`src/rtl/m24c16_seq_pkg.sv`:
```
// Shared types and constants for the M24C16 transaction sequencer.
// Holds FSM states, status codes, byte-engine opcodes and the command bundle.
package m24c16_seq_pkg;

  typedef enum logic [3:0] {
    S_IDLE     = 4'd0,
    S_DEVSEL_W = 4'd1,
    S_ADDR     = 4'd2,
    S_WDATA    = 4'd3,
    S_RSTART   = 4'd4,
    S_RDATA    = 4'd5,
    S_POLL     = 4'd6,
    S_ABORT    = 4'd7,
    S_FIN      = 4'd8
  } state_t;

  localparam logic [1:0] ERR_OK           = 2'd0;
  localparam logic [1:0] ERR_NACK         = 2'd1;
  localparam logic [1:0] ERR_POLL_TIMEOUT = 2'd2;
  localparam logic [1:0] ERR_BAD_REQ      = 2'd3;

  localparam logic OP_BYTE      = 1'b0;
  localparam logic OP_STOP_ONLY = 1'b1;

  localparam logic [3:0] DEV_TYPE = 4'b1010;
  localparam logic [4:0] MAX_LEN  = 5'd16;

  typedef struct packed {
    logic       op;
    logic [7:0] data;
    logic       read;
    logic       start;
    logic       ack;
    logic       stop;
  } eng_cmd_t;

  function automatic eng_cmd_t mk_cmd(input logic op, input logic [7:0] data, input logic read,
                                      input logic start, input logic ack, input logic stop);
    eng_cmd_t c;
    c.op    = op;
    c.data  = data;
    c.read  = read;
    c.start = start;
    c.ack   = ack;
    c.stop  = stop;
    return c;
  endfunction

  function automatic logic [7:0] dev_byte(input logic [2:0] blk, input logic rw);
    return {DEV_TYPE, blk, rw};
  endfunction

endpackage

```
`src/rtl/m24c16_seq.sv`:
```
// M24C16 EEPROM transaction sequencer: turns read/write requests into a stream
// of byte-engine commands, including ACK polling after writes and NACK recovery.
module m24c16_seq
  import m24c16_seq_pkg::*;
#(
  parameter int POLL_MAX  = 255,
  parameter int PAGE_SIZE = 16
) (
  input  logic       clk,
  input  logic       rst,
  input  logic       req_valid,
  output logic       req_ready,
  input  logic       req_write,
  input  logic [2:0] req_block,
  input  logic [7:0] req_addr,
  input  logic [4:0] req_len,
  input  logic [7:0] wr_data,
  input  logic       wr_valid,
  output logic       wr_ready,
  output logic [7:0] rd_data,
  output logic       rd_valid,
  output logic       done,
  output logic [1:0] err,
  output logic       busy,
  output logic       eng_go,
  output logic       eng_op,
  output logic [7:0] eng_byte,
  output logic       eng_read,
  output logic       eng_start,
  output logic       eng_ack,
  output logic       eng_stop,
  input  logic       eng_done,
  input  logic       eng_nack,
  input  logic [7:0] eng_rdata
);

  localparam logic [8:0] POLL_LIM  = 9'(POLL_MAX);
  localparam logic [9:0] PAGE_W    = 10'(PAGE_SIZE);
  localparam logic [9:0] PAGE_MASK = 10'(PAGE_SIZE - 1);

  state_t     state_q, state_d;
  logic       issued_q, issued_d;
  logic [4:0] byte_cnt_q, byte_cnt_d;
  logic [7:0] poll_cnt_q, poll_cnt_d;
  logic       write_q, write_d;
  logic [2:0] block_q, block_d;
  logic [7:0] addr_q, addr_d;
  logic [4:0] len_q, len_d;
  eng_cmd_t   cmd_q, cmd_d;
  logic       go_q, go_d;
  logic       wr_ready_q, wr_ready_d;
  logic [7:0] rd_data_q, rd_data_d;
  logic       rd_valid_q, rd_valid_d;
  logic       done_q, done_d;
  logic [1:0] err_q, err_d;
  logic       busy_q, busy_d;
  logic       req_ready_q, req_ready_d;

  logic       fin_s;
  logic [1:0] fin_err_s;
  logic [9:0] page_end_s;
  logic       bad_req_s;
  logic       last_byte_s;
  logic [4:0] cnt_next_s;

  assign page_end_s  = (10'(req_addr) & PAGE_MASK) + 10'(req_len);
  assign bad_req_s   = (req_len == 5'd0) || (req_len > MAX_LEN) ||
                       (req_write && (page_end_s > PAGE_W));
  assign last_byte_s = (byte_cnt_q == (len_q - 5'd1));
  assign cnt_next_s  = byte_cnt_q + 5'd1;

  // Each command state issues once (issued_q), then waits for the engine's reply.
  always_comb begin
    state_d     = state_q;
    issued_d    = issued_q;
    byte_cnt_d  = byte_cnt_q;
    poll_cnt_d  = poll_cnt_q;
    write_d     = write_q;
    block_d     = block_q;
    addr_d      = addr_q;
    len_d       = len_q;
    cmd_d       = cmd_q;
    go_d        = 1'b0;
    wr_ready_d  = 1'b0;
    rd_data_d   = rd_data_q;
    rd_valid_d  = 1'b0;
    done_d      = 1'b0;
    err_d       = ERR_OK;
    fin_s       = 1'b0;
    fin_err_s   = ERR_OK;

    case (state_q)
      S_IDLE: begin
        if (req_valid) begin
          write_d    = req_write;
          block_d    = req_block;
          addr_d     = req_addr;
          len_d      = req_len;
          byte_cnt_d = 5'd0;
          poll_cnt_d = 8'd0;
          issued_d   = 1'b0;
          if (bad_req_s) begin
            fin_s     = 1'b1;
            fin_err_s = ERR_BAD_REQ;
          end else begin
            state_d = S_DEVSEL_W;
          end
        end else begin
          state_d = S_IDLE;
        end
      end
      S_DEVSEL_W: begin
        if (!issued_q) begin
          cmd_d    = mk_cmd(OP_BYTE, dev_byte(block_q, 1'b0), 1'b0, 1'b1, 1'b1, 1'b0);
          go_d     = 1'b1;
          issued_d = 1'b1;
        end else if (eng_done) begin
          issued_d = 1'b0;
          state_d  = eng_nack ? S_ABORT : S_ADDR;
        end else begin
          state_d = S_DEVSEL_W;
        end
      end
      S_ADDR: begin
        if (!issued_q) begin
          cmd_d    = mk_cmd(OP_BYTE, addr_q, 1'b0, 1'b0, 1'b1, 1'b0);
          go_d     = 1'b1;
          issued_d = 1'b1;
        end else if (eng_done) begin
          issued_d = 1'b0;
          state_d  = eng_nack ? S_ABORT : (write_q ? S_WDATA : S_RSTART);
        end else begin
          state_d = S_ADDR;
        end
      end
      S_WDATA: begin
        // The byte is captured on the issuing edge, so wr_ready rides with eng_go.
        if (!issued_q) begin
          if (wr_valid) begin
            cmd_d      = mk_cmd(OP_BYTE, wr_data, 1'b0, 1'b0, 1'b1, last_byte_s);
            go_d       = 1'b1;
            wr_ready_d = 1'b1;
            issued_d   = 1'b1;
          end else begin
            issued_d = 1'b0;
          end
        end else if (eng_done) begin
          issued_d = 1'b0;
          if (eng_nack) begin
            state_d = S_ABORT;
          end else begin
            byte_cnt_d = cnt_next_s;
            state_d    = last_byte_s ? S_POLL : S_WDATA;
          end
        end else begin
          state_d = S_WDATA;
        end
      end
      S_RSTART: begin
        if (!issued_q) begin
          cmd_d    = mk_cmd(OP_BYTE, dev_byte(block_q, 1'b1), 1'b0, 1'b1, 1'b1, 1'b0);
          go_d     = 1'b1;
          issued_d = 1'b1;
        end else if (eng_done) begin
          issued_d = 1'b0;
          state_d  = eng_nack ? S_ABORT : S_RDATA;
        end else begin
          state_d = S_RSTART;
        end
      end
      S_RDATA: begin
        if (!issued_q) begin
          cmd_d    = mk_cmd(OP_BYTE, 8'h00, 1'b1, 1'b0, !last_byte_s, last_byte_s);
          go_d     = 1'b1;
          issued_d = 1'b1;
        end else if (eng_done) begin
          issued_d   = 1'b0;
          rd_data_d  = eng_rdata;
          rd_valid_d = 1'b1;
          byte_cnt_d = cnt_next_s;
          if (last_byte_s) begin
            fin_s     = 1'b1;
            fin_err_s = ERR_OK;
          end else begin
            state_d = S_RDATA;
          end
        end else begin
          state_d = S_RDATA;
        end
      end
      S_POLL: begin
        if (!issued_q) begin
          cmd_d    = mk_cmd(OP_BYTE, dev_byte(block_q, 1'b0), 1'b0, 1'b1, 1'b1, 1'b1);
          go_d     = 1'b1;
          issued_d = 1'b1;
        end else if (eng_done) begin
          issued_d = 1'b0;
          if (!eng_nack) begin
            fin_s     = 1'b1;
            fin_err_s = ERR_OK;
          end else if (({1'b0, poll_cnt_q} + 9'd1) >= POLL_LIM) begin
            poll_cnt_d = poll_cnt_q + 8'd1;
            fin_s      = 1'b1;
            fin_err_s  = ERR_POLL_TIMEOUT;
          end else begin
            poll_cnt_d = poll_cnt_q + 8'd1;
          end
        end else begin
          state_d = S_POLL;
        end
      end
      S_ABORT: begin
        if (!issued_q) begin
          cmd_d    = mk_cmd(OP_STOP_ONLY, 8'h00, 1'b0, 1'b0, 1'b0, 1'b1);
          go_d     = 1'b1;
          issued_d = 1'b1;
        end else if (eng_done) begin
          fin_s     = 1'b1;
          fin_err_s = ERR_NACK;
        end else begin
          state_d = S_ABORT;
        end
      end
      S_FIN: begin
        state_d = S_IDLE;
      end
      default: begin
        state_d = S_IDLE;
      end
    endcase

    if (fin_s) begin
      state_d  = S_FIN;
      issued_d = 1'b0;
      done_d   = 1'b1;
      err_d    = fin_err_s;
    end else begin
      done_d = 1'b0;
    end

    req_ready_d = (state_d == S_IDLE);
    busy_d      = (state_d != S_IDLE);
  end

  // State, counters and all registered outputs.
  always_ff @(posedge clk or posedge rst) begin
    if (rst) begin
      state_q     <= S_IDLE;
      issued_q    <= 1'b0;
      byte_cnt_q  <= 5'd0;
      poll_cnt_q  <= 8'd0;
      write_q     <= 1'b0;
      block_q     <= 3'd0;
      addr_q      <= 8'd0;
      len_q       <= 5'd0;
      cmd_q       <= '0;
      go_q        <= 1'b0;
      wr_ready_q  <= 1'b0;
      rd_data_q   <= 8'd0;
      rd_valid_q  <= 1'b0;
      done_q      <= 1'b0;
      err_q       <= 2'd0;
      busy_q      <= 1'b0;
      req_ready_q <= 1'b1;
    end else begin
      state_q     <= state_d;
      issued_q    <= issued_d;
      byte_cnt_q  <= byte_cnt_d;
      poll_cnt_q  <= poll_cnt_d;
      write_q     <= write_d;
      block_q     <= block_d;
      addr_q      <= addr_d;
      len_q       <= len_d;
      cmd_q       <= cmd_d;
      go_q        <= go_d;
      wr_ready_q  <= wr_ready_d;
      rd_data_q   <= rd_data_d;
      rd_valid_q  <= rd_valid_d;
      done_q      <= done_d;
      err_q       <= err_d;
      busy_q      <= busy_d;
      req_ready_q <= req_ready_d;
    end
  end

  assign req_ready = req_ready_q;
  assign wr_ready  = wr_ready_q;
  assign rd_data   = rd_data_q;
  assign rd_valid  = rd_valid_q;
  assign done      = done_q;
  assign err       = err_q;
  assign busy      = busy_q;
  assign eng_go    = go_q;
  assign eng_op    = cmd_q.op;
  assign eng_byte  = cmd_q.data;
  assign eng_read  = cmd_q.read;
  assign eng_start = cmd_q.start;
  assign eng_ack   = cmd_q.ack;
  assign eng_stop  = cmd_q.stop;

endmodule
```
`config.mk`:
```
export PLATFORM = sky130hd
export DESIGN_NAME = m24c16_seq
export DESIGN_NICKNAME = d
export VERILOG_FILES = /design/src/rtl/m24c16_seq_pkg.sv /design/src/rtl/m24c16_seq.sv
export SDC_FILE = /design/constraint.sdc
export NUM_CORES = 1
export LEC_CHECK = 0
export CAP_MARGIN = 20
export CORE_MARGIN = 2
export CORE_UTILIZATION = 49
export CTS_CLUSTER_SIZE = 16
export DETAILED_ROUTE_END_ITERATION = 8
export GPL_TIMING_DRIVEN = 0
export PLACE_DENSITY = 0.77
export SETUP_SLACK_MARGIN = 0.5
export SLEW_MARGIN = 0
export SYNTH_ARGS = -nofsm -noshare
export SYNTH_HDL_FRONTEND = slang
export SYNTH_SLANG_ARGS = --single-unit
export TNS_END_PERCENT = 50
```
`constraint.sdc`:
```
create_clock -name clk -period 5.1 [get_ports clk]
set_input_delay 0.51 -clock clk [delete_from_list [all_inputs] [get_ports clk]]
set_output_delay 0.51 -clock clk [all_outputs]
set_load 0.02 [all_outputs]
```
==> metrics, run 1 <==
total area of sequential cells=1600 um2; post-CTS repair timing setup buffer count=0; Die W=87.6 um; met3 Usage GRT=4.52%; most numerous cell types in the synthesized netlist=nand2_1, dfrtp_1, nor2_1, o21ai_0, clkbuf_1; final worst hold slack=0.479 ns; Cell Pwr Density=476 nW/um2; outcome=completed; TritonCTS sink count=64; achievable frequency=309 MHz; min-delay worst type=register to register; cell types with the largest area share after synthesis=dfrtp_1, nand2_1, o21ai_0; top-area cell type share of the netlist area=46.1%; fraction of the yosys area taken by sequential cells=46.9%; number of flops mapped to enable cells by yosys=0; TritonCTS clock tree=built; Overflow after GRT=0; Worst R2R Setup Slack=2.48 ns; initial antenna violation count=0; number of different library cells in the post-synthesis netlist=55; measured slew at the worst slew-check pin=1.11 ns; maximum count of clock buffers along a single path=2; post-route antenna net violation count=0; final HPWL from detailed placement=6020 um; Vias/cell=5.57; busiest layer in global routing=met2; number of inserted filler cells in the final layout=584; Yosys warning total=0; kind of start point of the critical path=primary input; library cell with the largest summed area after synthesis=dfrtp_1; root buffer cell=clkbuf_8; endpoint kind of the worst setup timing path=register; hold violation count in the final report=0; number of buffers inserted during clock tree synthesis=9; cell area after technology mapping=3420 um2; Max FO, Critical Path=4; RePlAce Congestion=0.910; H-tree Lvls=3; setup TNS=0 ns; leakage dissipation=1.91 nW; Final Cycle Share=63.5%; Most used DFF post-synth=dfrtp_1; Clock transition at path regs=0.08 ns; Slew headroom=25.6%; clock insertion delay at the later pin of the skew report=0.34 ns; RR Startpoint=len_q[0]; count of unresolved DRC violations after routing=0; total of flip-flops plus latches after synthesis=64; number of cells traversed by the worst hold path=1; diode insertion count for antenna repair=0; largest net degree at the start of global routing=35; die span in y=87.6 um; Syn Inst Count=367; number of global-route vias before repair=2848; met1 GRT Util=30.5%; setup-violating endpoint count in the final report=0; hold worst-path end=poll_cnt_q[7]; number of hold buffers added after CTS=0; floorplan core area=6760 um2; floorplan row count=30; hold path startpoint=poll_cnt_q[7]; reg-to-reg critical path endpoint=eng_ack; WP data required=5.33 ns; signed area change from the synthesized netlist to the final layout=27.6%; multi-input combinational cell area=1700 um2; share of final-layout standard cells stronger than drive strength 1=7.78%; number of nets in the synthesized netlist=415; total routing resource utilization after global routing=22.3%; first-pass GRT wire length=13400 um; logic depth of the worst register-to-register path=7; maximum capacitance violations=0; RSZ-0062 raised after global routing=false; total wire length after detailed routing=8160 um; number of DRC markers after the initial detailed-route iteration=212; Worst Path Class, Setup=primary input to register; Avg Synthesized Cell Area=9.32 um2; Worst Path Arrival=3.47 ns; library cell with the highest instance count after synthesis=nand2_1; met2 Resource Use GR=36.0%; Top-Level Pins=68; effective utilization at floorplan=50.6%; worst clock skew=0.0126 ns; Final Slew Violations=0; worst ir drop on vdd=0.241 mV; detail-routed net length per standard cell=15.4 um; number of port buffers=67; DR vias=2954; post-cts sizing count=0; final-stage net count=494; Die Footprint=7670 um2; async set-or-reset flop fraction in the synthesized netlist=100%; shortest clock period the worst path allows after layout=3.24 ns; detailed-routing iteration count for the pre-antenna-repair pass=4
## worst max-delay path by stage
stage,start,to
3_5_place_dp,req_len[0],busy
6_report,req_len[0],busy
4_1_cts,req_len[0],busy
3_3_place_gp,req_len[0],busy
2_1_floorplan,req_addr[0],busy
5_1_grt,req_len[0],busy
## kinds of logic (layout without fill, tap and decap cells)
family          after synthesis  count (layout)  share of synthesized area, %
compound gates               81              81                          16.9
buf+inv                      31             114                          3.40
flops                        64              64                          46.9
fa+ha+maj                     9               9                          3.51
mux                          17              17                          5.38
simple gates                150             150                          20.1
xor+xnor                     15              15                          3.84
## cells in the final DEF, fill, tap and decap left out, types with 4 or more instances in the layout
cell	Yosys	layout
a211oi_1	6	6
nor2b_1	4	4
inv_1	13	12
mux2i_1	6	6
dfrtp_1	63	63
mux2_2	11	11
clkbuf_1	15	17
nor3_1	8	8
a21oi_1	12	12
ha_1	8	8
nor2_1	28	28
o21ai_0	28	28
nand3_1	10	10
clkdlybuf4s50_1	0	67
nand2b_1	8	8
nand2_1	71	71
clkbuf_8	0	9
xor2_1	8	8
xnor2_1	7	7
a21o_1	4	4
## through the flow
| step | cells | power [mW] | setup slack (ns) | cell area [um2] | util, % |
|---|---|---|---|---|---|
| detailed placement | 515 | 1.72 | 1.52 | 4210 | 62.3 |
| floorplan | 367 | 1.38 | 2.39 | 3420 | - |
| global placement | 514 | 1.69 | 1.62 | 4190 | 62.0 |
| global route | 530 | 2.22 | 1.67 | 4370 | 64.6 |
| finish | 530 | 2.08 | 1.86 | 4370 | 64.6 |
| CTS | 530 | 2.08 | 1.88 | 4370 | 64.6 |
## where the power goes
part / total (mW) / switching [mW] / internal (mW)
sequential: 0.757 / 0.0910 / 0.666
clock: 0.361 / 0.190 / 0.171
combinational: 0.958 / 0.556 / 0.402
total: 2.08 / 0.837 / 1.24
## routing by layer
metal / vias to the layer above / wire, um / share of wire [%]
met3: 6 / 319 / 3.9
met1: 1422 / 3710 / 45
met2: 81 / 4050 / 50
met4: 0 / 76 / 0.93
met5: - / 0 / 0
li1: 1445 / - / -
## flip-flops by register name, summed over array words and instances, names as in the netlist, 2 cells and up
signal,count
rd_data,8
eng_byte,8
block_q,3
addr_q,8
poll_cnt_q,8
state_q,4
len_q,5
byte_cnt_q,5
err,2
## critical path, cell delays in order
cell,delay [ns]
clkdlybuf4s50_1,0.48
ha_1,0.26
fa_1,0.41
a21o_1,0.19
a32o_1,0.27
a211oi_1,0.32
o211ai_2,0.20
a211oi_1,0.48
nor2_1,0.11
or2_1,0.23
## cell type report
class,count,area share [%]
flip-flops and latches,64,36.7
multi-input cells,272,39.0
repair buffers,68,15.8
clock buffers,11,3.01
clock inverters,4,0.516
inverters,13,1.12
plain buffers,18,1.55
well taps,80,2.29
Power figures use the tool's default switching activity.
==> inputs of run 2 (changes only) <==
CORE_UTILIZATION = 47   (was 49)
PLACE_DENSITY = 0.78   (was 0.77)
clock period = 2.6 ns   (was 5.1 ns; I/O delays follow)
==> metrics, run 2 (synthesis gave the netlist of run 1 again) <==
Overflow after GRT=0 (unchanged); Top-Level Pins=68 (unchanged); leakage dissipation=2.09 nW (+9.3%); final HPWL from detailed placement=6040 um (+0.43%); measured slew at the worst slew-check pin=0.758 ns (-0.348 ns); post-route antenna net violation count=0 (unchanged); number of cells traversed by the worst hold path=3 (+2); achievable frequency=451 MHz; clock insertion delay at the later pin of the skew report=0.35 ns (about the same); setup TNS=0 ns (unchanged); initial antenna violation count=0 (unchanged); Clock transition at path regs=0.08 ns (about the same); Worst Path Class, Setup=primary input to register; count of unresolved DRC violations after routing=0 (unchanged); Max FO, Critical Path=4 (unchanged); number of hold buffers added after CTS=0 (unchanged); RR Startpoint=len_q[1]; maximum count of clock buffers along a single path=2 (unchanged); most common cell type on the critical path=a211oi_2; TritonCTS clock tree=built; logic depth of the worst register-to-register path=9 (+2); reg-to-reg critical path endpoint=busy; RSZ-0062 raised after global routing=true; worst setup margin=0.381 ns (-1.48 ns); hold worst-path end=addr_q[0]; signed area change from the synthesized netlist to the final layout=39.4%; total wire length after detailed routing=8880 um (+8.9%); final-stage net count=509 (+3.0%); most common library cell in the layout ignoring fill and taps=nand2_1; TritonCTS sink count=64 (unchanged); Die Footprint=7980 um2 (+4.0%); hold violation count in the final report=0 (unchanged); setup-violating endpoint count in the final report=0 (unchanged); H-tree Lvls=3 (unchanged); largest net degree at the start of global routing=37 (+5.7%); Slew headroom=49.4% (+24 points); Final Slew Violations=0 (unchanged); Die W=89.3 um (+2.0%); worst clock skew=0.00885 ns (-0.00376 ns); Worst Path Arrival=2.45 ns (-1.02 ns); root buffer cell=clkbuf_8; Crit path depth=10 (unchanged); maximum capacitance violations=0 (unchanged); DR vias=3050 (+3.2%); number of port buffers=67 (unchanged); effective utilization at floorplan=47.9% (-2.7 points); Critical Path Source=req_len[0]; number of global-route vias before repair=2922 (+2.6%); category of cells accounting for the largest share of critical-path delay=compound AO/OA/AOI/OAI gates; floorplan core area=7140 um2 (+5.6%); Post-Route Utilization=66.8% (+2.2 points); floorplan row count=31 (+3.3%); critical path cell sequence=buf_8 > ha_4 > fa_2 > a21o_1 > a32o_2 > a211oi_2 > o211ai_2 > a211oi_2 > nor2_1 > or2_1; detail-routed net length per standard cell=15.7 um (+2.1%); diode insertion count for antenna repair=0 (unchanged); total routing resource utilization after global routing=22.8% (+0.55 points); worst ir drop on vdd=0.451 mV (+87%); dpl ws=-0.396 ns (-1.92 ns); RePlAce Congestion=0.945 (+3.8%); cell with the biggest individual delay on the critical path=fa_2; combined buffer and inverter count along the critical path=1 (unchanged); hold path startpoint=req_addr[0]; Vias/cell=5.40 (-3.1%); share of final-layout standard cells stronger than drive strength 1=20.6% (+13 points); Worst R2R Setup Slack=0.39 ns (-2.09 ns); kind of start point of the critical path=primary input; first-pass GRT wire length=13900 um (+3.7%); shortest clock period the worst path allows after layout=2.22 ns; WP data required=2.83 ns (-2.50 ns); Total Power Consumption=4.68 mW (+130%); number of buffers inserted during clock tree synthesis=9 (unchanged); most frequent cells in the layout=nand2_1, dfrtp_1, clkdlybuf4s50_1; Final Cycle Share=85.3%; min-delay worst type=primary input to register; endpoint kind of the worst setup timing path=register; detailed-routing iteration count for the pre-antenna-repair pass=6 (+2); Cell Pwr Density=981 nW/um2 (+110%); outcome=completed; number of DRC markers after the initial detailed-route iteration=262 (+24%); die span in y=89.3 um (+2.0%); worst stage delay on the critical path=0.38 ns (-0.10 ns)
## run 2: worst min-delay path, cell delays in order
cell	delay, ns
buf_6	0.08
nand2_1	0.04
nand2_1	0.04
## run 2: layout make-up
type / count / area (um2)
plain buffers: 18 / 80.1
fillers: 590 / 2370
inverters: 13 / 48.8
multi-input cells: 272 / 1910
flip-flops and latches: 64 / 1600
clock inverters: 5 / 55.1
clock buffers: 11 / 151
well taps: 99 / 124
repair buffers: 83 / 795
## run 2: per-layer routing
layer | vias to the layer above | routed length [um] | GRT usage, %
met1 | 1447 | 3720 | 29.1
met3 | 19 | 541 | 4.52
li1 | 1471 | - | -
met5 | - | 0 | 0
met2 | 113 | 4460 | 38.4
met4 | 0 | 157 | 8.68
## run 2: worst max-delay path by stage
| stage | end | slack [ns] |
|---|---|---|
| after floorplan | busy | 0.40 |
| after global routing | issued_q | 0.27 |
| final | busy | 0.38 |
| after global placement | busy | -0.40 |
| after CTS | issued_q | 0.40 |
| after detailed placement | busy | -0.40 |
## run 2: what timing repair did
| action | in CTS | in global routing |
|---|---|---|
| resized for setup | 41 | 31 |
| gates cloned | 0 | 0 |
| pin swaps | 17 | 11 |
| setup buffers | 9 | 6 |
| setup endpoints to repair | 49 | 49 |
## run 2: per-stage QoR
stage	std cells	hold WS (ns)	cell area, um2
floorplan	367	0.365	3450
global placement	533	0.454	4250
detailed placement	534	0.459	4270
CTS	559	0.0966	4640
global route	565	0.147	4770
finish	565	0.110	4770
## run 2: power by group
group / total, mW / switching, mW / internal [mW]
Clock: 0.876 / 0.385 / 0.491
Combinational: 2.31 / 1.30 / 1.01
Sequential: 1.49 / 0.186 / 1.31
